`config.mk`:
```
export PLATFORM = sky130hd
export DESIGN_NAME = hd_pair_sched_flat
export DESIGN_NICKNAME = d
export VERILOG_FILES = /design/src/rtl/hd_pair_sched_pkg.sv /design/src/rtl/hd_pair_sched_if.sv /design/src/rtl/hd_pair_sched_core.sv /design/src/rtl/hd_pair_sched.sv /design/src/flat_wrapper.sv
export SDC_FILE = /design/constraint.sdc
export NUM_CORES = 1
export LEC_CHECK = 0
export CORE_MARGIN = 2
export CORE_UTILIZATION = 50
export DETAILED_ROUTE_END_ITERATION = 10
export PLACE_DENSITY = 0.78
export SLEW_MARGIN = 15
export SYNTH_ARGS = -nofsm -noshare
export SYNTH_HDL_FRONTEND = slang
export SYNTH_SLANG_ARGS = --single-unit
```
`constraint.sdc`:
```
create_clock -name clk -period 4.35 [get_ports clk]
set_clock_uncertainty 0.2 [all_clocks]
set_input_delay 0.435 -clock clk [delete_from_list [all_inputs] [get_ports clk]]
set_output_delay 0.435 -clock clk [all_outputs]
set_load 0.02 [all_outputs]
```
`src/rtl/hd_pair_sched_pkg.sv`:
```
// hd_pair_sched_pkg: shared constants and types for the Hamming(7,4) pair scheduler.
//   - Codeword bit positions, {p1,p2,p3,x1,x2,x3,x4} = b6..b0
//   - Syndrome codes, s = {A,B,C}
//   - Channel ID, codeword and 6-bit signed result types
//   - hd_decode(): single-codeword syndrome decode and correction
package hd_pair_sched_pkg;

    localparam int NUM_CH = 2;
    localparam int CW_W   = 7;
    localparam int RES_W  = 6;

    localparam logic [2:0] B_X4 = 3'd0;
    localparam logic [2:0] B_X3 = 3'd1;
    localparam logic [2:0] B_X2 = 3'd2;
    localparam logic [2:0] B_X1 = 3'd3;
    localparam logic [2:0] B_P3 = 3'd4;
    localparam logic [2:0] B_P2 = 3'd5;
    localparam logic [2:0] B_P1 = 3'd6;

    localparam logic [2:0] SYN_NONE = 3'b000;
    localparam logic [2:0] SYN_X1   = 3'b111;
    localparam logic [2:0] SYN_X4   = 3'b110;
    localparam logic [2:0] SYN_X3   = 3'b101;
    localparam logic [2:0] SYN_X2   = 3'b011;
    localparam logic [2:0] SYN_P3   = 3'b100;
    localparam logic [2:0] SYN_P2   = 3'b010;
    localparam logic [2:0] SYN_P1   = 3'b001;

    typedef logic                    ch_id_t;
    typedef logic [CW_W-1:0]         cw_t;
    typedef logic signed [RES_W-1:0] res_t;

    typedef struct packed {
        logic [3:0] c;   // corrected data {x1,x2,x3,x4}, two's complement
        logic       e;   // received value of the syndrome-selected bit
        logic       nz;  // syndrome nonzero
    } dec_t;

    function automatic dec_t hd_decode(input cw_t cw);
        logic [2:0] syn;
        logic [2:0] sel;
        cw_t        fixed;
        dec_t       d;
        syn = {cw[4] ^ cw[3] ^ cw[1] ^ cw[0],
               cw[5] ^ cw[3] ^ cw[2] ^ cw[0],
               cw[6] ^ cw[3] ^ cw[2] ^ cw[1]};
        case (syn)
            SYN_X1:  sel = B_X1;
            SYN_X4:  sel = B_X4;
            SYN_X3:  sel = B_X3;
            SYN_X2:  sel = B_X2;
            SYN_P3:  sel = B_P3;
            SYN_P2:  sel = B_P2;
            SYN_P1:  sel = B_P1;
            default: sel = B_P3;  // clean word: error bit is read from p3
        endcase
        fixed = cw;
        if (syn != SYN_NONE)
            fixed[sel] = ~cw[sel];
        d.c  = fixed[3:0];
        d.e  = cw[sel];
        d.nz = (syn != SYN_NONE);
        return d;
    endfunction

endpackage

```
`src/rtl/hd_pair_sched_if.sv`:
```
// hd_pair_sched_if: request/result bundle for hd_pair_sched.
//   req0_* / req1_*  : per-channel valid/ready + two 7-bit codewords
//   out_*            : result valid/ready, requester ID, signed 6-bit result
//   err_cnt0/1       : per-channel corrected-codeword counters (CNT_W bits)
// modport slave is the scheduler side, modport master the requester/sink side.
interface hd_pair_sched_if #(parameter int CNT_W = 16);

    logic              req0_valid, req0_ready;
    logic [6:0]        req0_cw1,   req0_cw2;
    logic              req1_valid, req1_ready;
    logic [6:0]        req1_cw1,   req1_cw2;
    logic              out_valid,  out_ready;
    logic              out_id;
    logic signed [5:0] out_n;
    logic [CNT_W-1:0]  err_cnt0,   err_cnt1;

    modport master (
        output req0_valid, req0_cw1, req0_cw2,
        output req1_valid, req1_cw1, req1_cw2,
        output out_ready,
        input  req0_ready, req1_ready,
        input  out_valid, out_id, out_n, err_cnt0, err_cnt1
    );

    modport slave (
        input  req0_valid, req0_cw1, req0_cw2,
        input  req1_valid, req1_cw1, req1_cw2,
        input  out_ready,
        output req0_ready, req1_ready,
        output out_valid, out_id, out_n, err_cnt0, err_cnt1
    );

endinterface

```
`src/rtl/hd_pair_sched_core.sv`:
```
// hd_pair_core: combinational Hamming(7,4) pair decode and combine.
//   cw1, cw2 : received codewords
//   out_n    : signed 6-bit combined result (range -24..23, never overflows)
//   nz1, nz2 : syndrome of cw1 / cw2 nonzero
module hd_pair_core
    import hd_pair_sched_pkg::*;
(
    input  cw_t  cw1,
    input  cw_t  cw2,
    output res_t out_n,
    output logic nz1,
    output logic nz2
);

    dec_t d1, d2;
    res_t c1, c2, w1, w2;

    always_comb begin
        d1    = hd_decode(cw1);
        d2    = hd_decode(cw2);
        c1    = {{2{d1.c[3]}}, d1.c};
        c2    = {{2{d2.c[3]}}, d2.c};
        // e1 picks which operand gets doubled; e1^e2 picks add vs subtract
        w1    = d1.e ? c1 : (c1 <<< 1);
        w2    = d1.e ? (c2 <<< 1) : c2;
        out_n = (d1.e ^ d2.e) ? (w1 - w2) : (w1 + w2);
        nz1   = d1.nz;
        nz2   = d2.nz;
    end

endmodule

```
`src/rtl/hd_pair_sched.sv`:
```
// hd_pair_sched: two-requester scheduler sharing one Hamming(7,4) pair decoder.
//   clk  : rising-edge clock
//   rst  : asynchronous active-high reset
//   bus  : hd_pair_sched_if.slave (requests, result stream, error counters)
// Pipeline: arbiter -> S1 {vld,id,cw1,cw2} -> hd_pair_core -> S2/output register.
// PRIO_FIXED=0 round-robin on ties, 1 = channel 0 always wins ties.
// Optional feature: define HD_ERR_STATS_EN to build the saturating per-channel
// corrected-codeword counters; otherwise err_cnt0/1 read 0 and have no flops.
module hd_pair_sched
    import hd_pair_sched_pkg::*;
#(
    parameter int CNT_W      = 16,
    parameter int PRIO_FIXED = 0
) (
    input logic            clk,
    input logic            rst,
    hd_pair_sched_if.slave bus
);

    logic   [NUM_CH-1:0] req_valid, grant;
    cw_t                 req_cw1 [NUM_CH];
    cw_t                 req_cw2 [NUM_CH];

    assign req_valid  = {bus.req1_valid, bus.req0_valid};
    assign req_cw1[0] = bus.req0_cw1;
    assign req_cw1[1] = bus.req1_cw1;
    assign req_cw2[0] = bus.req0_cw2;
    assign req_cw2[1] = bus.req1_cw2;

    logic   s1_vld;
    ch_id_t s1_id;
    cw_t    s1_cw1, s1_cw2;
    logic   out_valid_q;
    ch_id_t out_id_q;
    res_t   out_n_q;
    ch_id_t last_id;

    logic   s2_load, s1_xfer, s1_accept, any_valid;
    res_t   core_n;
    logic   nz1, nz2;

    assign s2_load   = !out_valid_q || bus.out_ready;
    assign s1_xfer   = s1_vld && s2_load;
    assign s1_accept = !s1_vld || s2_load;
    assign any_valid = |req_valid;

    // Tie goes to whoever was not granted last; last_id resets to 1 so ch0 wins first.
    always_comb begin
        grant    = '0;
        grant[0] = req_valid[0] && (!req_valid[1] || (PRIO_FIXED != 0) || (last_id == 1'b1));
        grant[1] = req_valid[1] && !grant[0];
    end

    assign bus.req0_ready = grant[0] && s1_accept;
    assign bus.req1_ready = grant[1] && s1_accept;

    always_ff @(posedge clk or posedge rst) begin
        if (rst) begin
            s1_vld  <= 1'b0;
            s1_id   <= 1'b0;
            s1_cw1  <= '0;
            s1_cw2  <= '0;
            last_id <= 1'b1;
        end else if (s1_accept) begin
            s1_vld <= any_valid;
            if (any_valid) begin
                s1_id   <= grant[1];
                s1_cw1  <= grant[1] ? req_cw1[1] : req_cw1[0];
                s1_cw2  <= grant[1] ? req_cw2[1] : req_cw2[0];
                last_id <= grant[1];
            end
        end
    end

    hd_pair_core u_core (
        .cw1   (s1_cw1),
        .cw2   (s1_cw2),
        .out_n (core_n),
        .nz1   (nz1),
        .nz2   (nz2)
    );

    always_ff @(posedge clk or posedge rst) begin
        if (rst) begin
            out_valid_q <= 1'b0;
            out_id_q    <= 1'b0;
            out_n_q     <= '0;
        end else if (s2_load) begin
            out_valid_q <= s1_vld;
            if (s1_vld) begin
                out_id_q <= s1_id;
                out_n_q  <= core_n;
            end
        end
    end

    assign bus.out_valid = out_valid_q;
    assign bus.out_id    = out_id_q;
    assign bus.out_n     = out_n_q;

    logic [NUM_CH-1:0][CNT_W-1:0] err_cnt;

`ifdef HD_ERR_STATS_EN
    for (genvar ch = 0; ch < NUM_CH; ch++) begin : g_cnt
        logic [CNT_W:0] sum;
        assign sum = {1'b0, err_cnt[ch]} + (CNT_W+1)'(nz1) + (CNT_W+1)'(nz2);
        always_ff @(posedge clk or posedge rst) begin
            if (rst)
                err_cnt[ch] <= '0;
            else if (s1_xfer && (s1_id == ch_id_t'(ch)))
                err_cnt[ch] <= sum[CNT_W] ? '1 : sum[CNT_W-1:0];
        end
    end
`else
    logic unused_stats;
    assign unused_stats = ^{nz1, nz2, s1_xfer};
    assign err_cnt      = '0;
`endif

    assign bus.err_cnt0 = err_cnt[0];
    assign bus.err_cnt1 = err_cnt[1];

endmodule

```
`src/flat_wrapper.sv`:
```
// flat-port wrapper written by rule: the top's interface ports become plain ports
module hd_pair_sched_flat import hd_pair_sched_pkg::*;
#(
    parameter int CNT_W      = 16,
    parameter int PRIO_FIXED = 0
)
  (clk, rst, bus_req0_valid, bus_req0_cw1, bus_req0_cw2, bus_req1_valid, bus_req1_cw1, bus_req1_cw2, bus_out_ready, bus_req0_ready, bus_req1_ready, bus_out_valid, bus_out_id, bus_out_n, bus_err_cnt0, bus_err_cnt1);
  hd_pair_sched_if #(.CNT_W(CNT_W)) bus_i ();
  input logic clk;
  input logic rst;
  input wire logic [$bits(bus_i.req0_valid)-1:0] bus_req0_valid;
  input wire logic [$bits(bus_i.req0_cw1)-1:0] bus_req0_cw1;
  input wire logic [$bits(bus_i.req0_cw2)-1:0] bus_req0_cw2;
  input wire logic [$bits(bus_i.req1_valid)-1:0] bus_req1_valid;
  input wire logic [$bits(bus_i.req1_cw1)-1:0] bus_req1_cw1;
  input wire logic [$bits(bus_i.req1_cw2)-1:0] bus_req1_cw2;
  input wire logic [$bits(bus_i.out_ready)-1:0] bus_out_ready;
  output wire logic [$bits(bus_i.req0_ready)-1:0] bus_req0_ready;
  output wire logic [$bits(bus_i.req1_ready)-1:0] bus_req1_ready;
  output wire logic [$bits(bus_i.out_valid)-1:0] bus_out_valid;
  output wire logic [$bits(bus_i.out_id)-1:0] bus_out_id;
  output wire logic [$bits(bus_i.out_n)-1:0] bus_out_n;
  output wire logic [$bits(bus_i.err_cnt0)-1:0] bus_err_cnt0;
  output wire logic [$bits(bus_i.err_cnt1)-1:0] bus_err_cnt1;
  assign bus_i.req0_valid = bus_req0_valid;
  assign bus_i.req0_cw1 = bus_req0_cw1;
  assign bus_i.req0_cw2 = bus_req0_cw2;
  assign bus_i.req1_valid = bus_req1_valid;
  assign bus_i.req1_cw1 = bus_req1_cw1;
  assign bus_i.req1_cw2 = bus_req1_cw2;
  assign bus_i.out_ready = bus_out_ready;
  assign bus_req0_ready = bus_i.req0_ready;
  assign bus_req1_ready = bus_i.req1_ready;
  assign bus_out_valid = bus_i.out_valid;
  assign bus_out_id = bus_i.out_id;
  assign bus_out_n = bus_i.out_n;
  assign bus_err_cnt0 = bus_i.err_cnt0;
  assign bus_err_cnt1 = bus_i.err_cnt1;
  hd_pair_sched #(.CNT_W(CNT_W), .PRIO_FIXED(PRIO_FIXED)) u_core (.clk(clk), .rst(rst), .bus(bus_i));
endmodule
```
* Yosys cells after proc, flatten, opt, wreduce, memory -nomap -nowiden
Index checks and enable logic that the tools add are counted.
** Word-level totals
- Output and inout bits :: 42
- Input bits :: 33
- Register bits after elaboration :: 25
- Word-level logic and storage cells :: 84
** Operators by class
- Add/subtract/negate cells :: 2
- Multiplexer cells :: 19
- Bitwise logic cells :: 21
- Order comparisons :: 4
- Equality and inequality tests :: 12
- Reduce and logical (&&, ||, !) cells :: 18
** Operators with widths (number)
- $pmux 3 s6 :: 2
- $xor 1x1->1 :: 19
- $eq 3x3->1 const B :: 6
- $mux 4 :: 4
- $bwmux 7 :: 2
- $mux 7 :: 2
- $eq 3x2->1 const B :: 4
- $lt 3x4->1 const B :: 2
- $add 5x5->6 :: 1
- $bmux 1 s3 :: 2
- $demux 1 s3 :: 2
- $eq 3x1->1 const B :: 2
- $ge 3x1->1 const B :: 2
- $logic_and 1x1->1 :: 6
- $mux 6 :: 1
- $reduce_bool 3->1 :: 2
- $sub 5x5->6 :: 1
- $logic_not 1->1 :: 4
- $mux 1 :: 4
- $reduce_and 2->1 :: 2
- $logic_or 1x1->1 :: 3
- $not 1->1 :: 2
- $reduce_or 2->1 :: 1

* Logic depth before layout (Yosys ltp)
- Depth after elaboration :: 14
- Depth in mapped cells :: 17
- Depth with buffers taken out :: 15

* Hierarchy
A second synthesis with hierarchy kept.
** Unflattened totals
- Cell total of the unflattened synthesis :: 312
- Area, all modules :: 2765.2 um2
** By module, submodules not included
- hd_pair_sched :: seq. area each 626.9 um2, cells each 116, area each 1387.6 um2, instances 1
- hd_pair_core :: seq. area each 0.0 um2, cells each 196, area each 1377.6 um2, instances 1

* Worst setup path after synthesis
OpenSTA, ideal clock, no wires.
- Path type :: flip-flop to flip-flop
- From :: reg u_core.s1_cw1[3]
- To :: reg u_core.out_n_q[5] (netlist: u_core.bus.out_n[5])
- Required time :: 4.070 ns
- Period minus slack after synthesis :: 3.920 ns
- Path buffers :: 1
- Stages on the path, launching flop included :: 17
- Path slack :: 0.430 ns
- Arrival time :: 3.640 ns
- Setup time :: 0.080 ns
- Cells stage by stage :: dfrtp_1 buf_6 nor2b_1 a221oi_2 a21oi_2 o311ai_1 a31oi_4 mux2_2 ha_1 inv_1 mux2_2 ha_1 o21ai_0 a21oi_1 o22a_1 or4_4 o211ai_2
** Between the ends
- Word-level cells in the longest chain between the ends :: 14
- Elaborated cells on any way between the ends :: 33
- Those cells by class :: 2 x add/sub; 2 x order compare; 6 x eq/ne; 10 x mux; 11 x bitwise; 2 x reduce/logical
** Ends and longest elaborated chain
- from (decl) :: line hd_pair_sched.sv:32 : cw_t s1_cw1, s1_cw2;
- from (signal assigned) :: line hd_pair_sched.sv:68 : s1_cw1 <= grant[1] ? req_cw1[1] : req_cw1[0];
- $xor 1x1->1 (on tied branches) (3 in series) :: line hd_pair_sched_pkg.sv:46, hd_pair_sched_pkg.sv:44, hd_pair_sched_pkg.sv:45
- $eq 3x1->1, or another cell as far along :: line hd_pair_sched_pkg.sv:47 : case (syn)
- $pmux 3 s6 :: line hd_pair_sched_pkg.sv:47
- $lt 3x4->1 (not written as such) or $ge 3x1->1 (tied branches) :: line hd_pair_sched_pkg.sv:59 : fixed[sel] = ~cw[sel];
- $logic_and 1x1->1 (not written as such) :: line hd_pair_sched_pkg.sv:59
- $mux 1 (not written as such) :: line hd_pair_sched_pkg.sv:59
- $demux 1 s3 :: line hd_pair_sched_pkg.sv:59
- $bwmux 7 :: line hd_pair_sched_pkg.sv:59
- $mux 4 :: line hd_pair_sched_pkg.sv:58 : if (syn != SYN_NONE)
- $mux 4 :: line hd_pair_sched_core.sv:24 : w1 = d1.e ? c1 : (c1 <<< 1);
- $add 5x5->6 or $sub 5x5->6 (tied branches) :: line hd_pair_sched_core.sv:26 : out_n = (d1.e ^ d2.e) ? (w1 - w2) : (w1 + w2);
- $mux 6 * :: line hd_pair_sched_core.sv:26
- to (signal assigned) :: line hd_pair_sched.sv:92 : out_n_q <= core_n;
- to (decl) :: line hd_pair_sched.sv:35 : res_t out_n_q;
Mark *: on every way between the ends. The rest lies on a longest branch, timed or not. The select of a mux whose other input is x is not followed.
A chain may end at the register's enable or synchronous reset.

* Worst setup path in the final report
Same ends and word-level chain as after synthesis.

==> flow_metrics.tcl <==
set metrics [dict create \
    drtIter0Drc 116 \
    fin_nets 420 \
    syn-instance-count 348 \
    rrSetupSlack_ns 0.24 \
    synth.largest_area_cell "dfrtp_1" \
    hold_slack_ns 0.275 \
    worst_ep_arrival_time_ns 4.11 \
    rows 27 \
    postCtsSetupBuffers 0 \
    final_cell_area_um2 3200 \
    clock-sinks 25 \
    final_hold_viol_count 0 \
    min_period_ns 4.11 \
    dr.pass1.iters 5 \
    setup_viol 0 \
    synthMuxAreaShare 0.0773 \
    dieHeight_um 78.8 \
    via_count 2399 \
    setup-tns-final_ns 0 \
    critPathKind "register to register" \
    synthesis.area_um2 2800 \
    grt_max_degree 26 \
    num_io_pins 75 \
    routed_wirelength_mm 5.60 \
    syn_area_per_cell_um2 8.05 \
    power.leakage_nw 1.37 \
    async_reset_ff_frac 1.00 \
    end_kind "register" \
    synth_cell_types 58 \
    cap_violations 0 \
    dieArea_um2 6210 \
    root_buffer "clkbuf_8" \
    ys_seq_area_frac 0.224 \
    status "finished, final reports clean" \
    cts_buffers 3 \
    synth_top_area_frac 0.214 \
    p_per_area_nw_per_um2 669 \
    cts_tree "yes" \
    setup.worst_path.start_class "register" \
    ir_worst_vdd_mv 0.423 \
    hpwl_mm 4.47 \
    io_buffers 42 \
    tightestPinTransition_ns 0.936 \
    clock_path_buffers 2 \
    wl_per_cell_um 12.4 \
    area_growth_pct 14.3 \
    crit_required_ns 4.35 \
    drive_gt1_frac 0.105 \
    synth_edf_count 0 \
    initial_core_util 0.512 \
    cts-htree-levels 1 \
    holdBufCountCts 0 \
    synth_compound_area_frac 0.205 \
    rsz0062_at_grt "no" \
    place_congestion 0.870 \
    dieWidth_um 78.8 \
    vias_per_cell 5.31 \
    clk_latency_ns 0.27 \
    fp.coreArea_um2 5470 \
    slew_viol_final 0 \
    drcViolationCount 0 \
    relSlewSlack 0.375 \
    synth_simple_gate_area_frac 0.194 \
    antenna_found_initial 0 \
    synthAdderAreaFrac 0.0295 \
    ys_top_cells_by_area "dfrtp_1 21%, buf_4 9.4%, mux2i_1 5.7%" \
    ant_nets 0 \
    fin_crit_sh 0.946 \
    grt_pass1_wl_mm 9.40 \
    synth_flop_cell "dfrtp_1" \
    fmax_ghz 0.243 \
    hold_class "register to register" \
    clk_pin_slew_ns 0.09 \
    worstPathMaxFanout 16 \
    gr-total-overflow 0 \
    synth_top_family_by_area "compound AO/OA/AOI/OAI gates" \
    grt_pass1_vias 2151 \
    fillers 507 \
    place_area_um2 3130 \
    synth-xor-area-share 0.133 \
    yosysWarnings 0 \
    gr-usage-all-layers 0.182 \
    antennaDiodeCount 0 \
    ys_ff_latch 25 \
]
-- cell usage after synthesis, types with 4 or more instances --
master,count
a21oi_1,17
and3_1,4
buf_2,6
buf_4,35
clkbuf_1,8
dfrtp_1,24
ha_1,5
inv_1,5
mux2_2,5
mux2i_1,16
nand2_1,41
nand2b_1,8
nand3_1,9
nor2_1,24
nor2b_1,7
nor3_1,7
o21ai_0,31
o22ai_1,4
or3_1,5
xnor2_1,18
xnor2_2,5
xor2_1,12
-- final cells by class --
cell class,count,area (um^2),share of cell area
multi-input combinational,295,1930,0.603
clock buffer,3,41.3,0.0129
timing repair buffer,51,488,0.153
clock inverter,1,5.00,0.00156
tap,72,90.1,0.0282
inverter,5,18.8,0.00587
sequential,25,628,0.196
-- flip-flops by register name, indices dropped and copies added, names as in the netlist --
name / count
u_core.s1_cw2: 7
u_core.bus.out_id: 1
u_core.s1_id: 1
u_core.bus.out_n: 6
u_core.s1_vld: 1
u_core.s1_cw1: 7
u_core.bus.out_valid: 1
u_core.last_id: 1
-- power by group --
part / switching [mW] / internal [mW]
sequential: 0.0904 / 0.296
clock: 0.0738 / 0.0641
combinational: 0.866 / 0.750
total: 1.03 / 1.11
-- layout by cell type (no fill, tap or decap), types with 12 or more instances in the layout --
| cell type | instances |
|---|---|
| conb_1 | 32 |
| o21ai_0 | 30 |
| a21oi_1 | 17 |
| nor2_1 | 24 |
| dfrtp_1 | 23 |
| xnor2_1 | 18 |
| xor2_1 | 12 |
| clkdlybuf4s50_1 | 42 |
| nand2_1 | 41 |
| mux2i_1 | 16 |
-- through the flow --
stage	setup WS, ns	util	instances	power [mW]
CTS	0.201	0.581	452	2.13
global placement	0.330	0.573	448	1.95
finish	0.236	0.585	452	2.14
floorplan	0.430	-	379	1.65
global route	0.0193	0.585	452	2.35
detailed placement	0.248	0.573	448	1.98
-- worst max-delay path, cell delays in order (launching register included) --
cell,delay (ns)
dfrtp_1,0.49
buf_4,0.25
nor3_1,0.07
o211ai_1,0.20
o31ai_2,0.14
o41ai_2,0.41
a31oi_4,0.05
buf_4,0.22
nand2b_1,0.13
ha_1,0.23
nand3_1,0.08
a21oi_1,0.16
o21ai_0,0.12
ha_1,0.23
or3_1,0.34
o22a_1,0.21
or4_4,0.42
o211ai_2,0.08
-- logic make-up (layout without fill, tap and decap cells) --
group,count (synthesis),in the layout
xor+xnor,36,36
buf+inv,59,60
simple gates,113,113
compound gates,87,87
mux,21,21
flops,25,25
other cells,1,32
fa+ha+maj,6,6
-- layer usage --
metal,track usage,share of wire,vias to the layer above
met5,0,0,-
met3,0.0216,0.055,7
met2,0.312,0.47,77
met1,0.244,0.46,1107
met4,0.0500,0.014,0
li1,-,-,1208
-- final timing paths --
path	from	to	depth (start not counted)
setup / recovery	u_core.s1_cw1[3]$_DFFE_PP0P_	u_core.bus.out_n[5]$_DFFE_PP0P_	17
hold / removal	u_core.s1_id$_DFFE_PP0P_	u_core.s1_id$_DFFE_PP0P_	1
setup reg to reg	u_core.s1_cw1[3]$_DFFE_PP0P_	u_core.bus.out_n[5]$_DFFE_PP0P_	17
hold reg to reg	u_core.s1_id$_DFFE_PP0P_	u_core.s1_id$_DFFE_PP0P_	1
max in group asynchronous	rst	u_core.s1_cw1[0]$_DFFE_PP0P_	2
min in group asynchronous	rst	u_core.s1_id$_DFFE_PP0P_	2
-- repair_timing --
item,CTS,global route
resized for setup,0,4
endpoints found under the hold margin,0,0
endpoints found under the setup margin,0,1
Power figures use the tool's default switching activity.
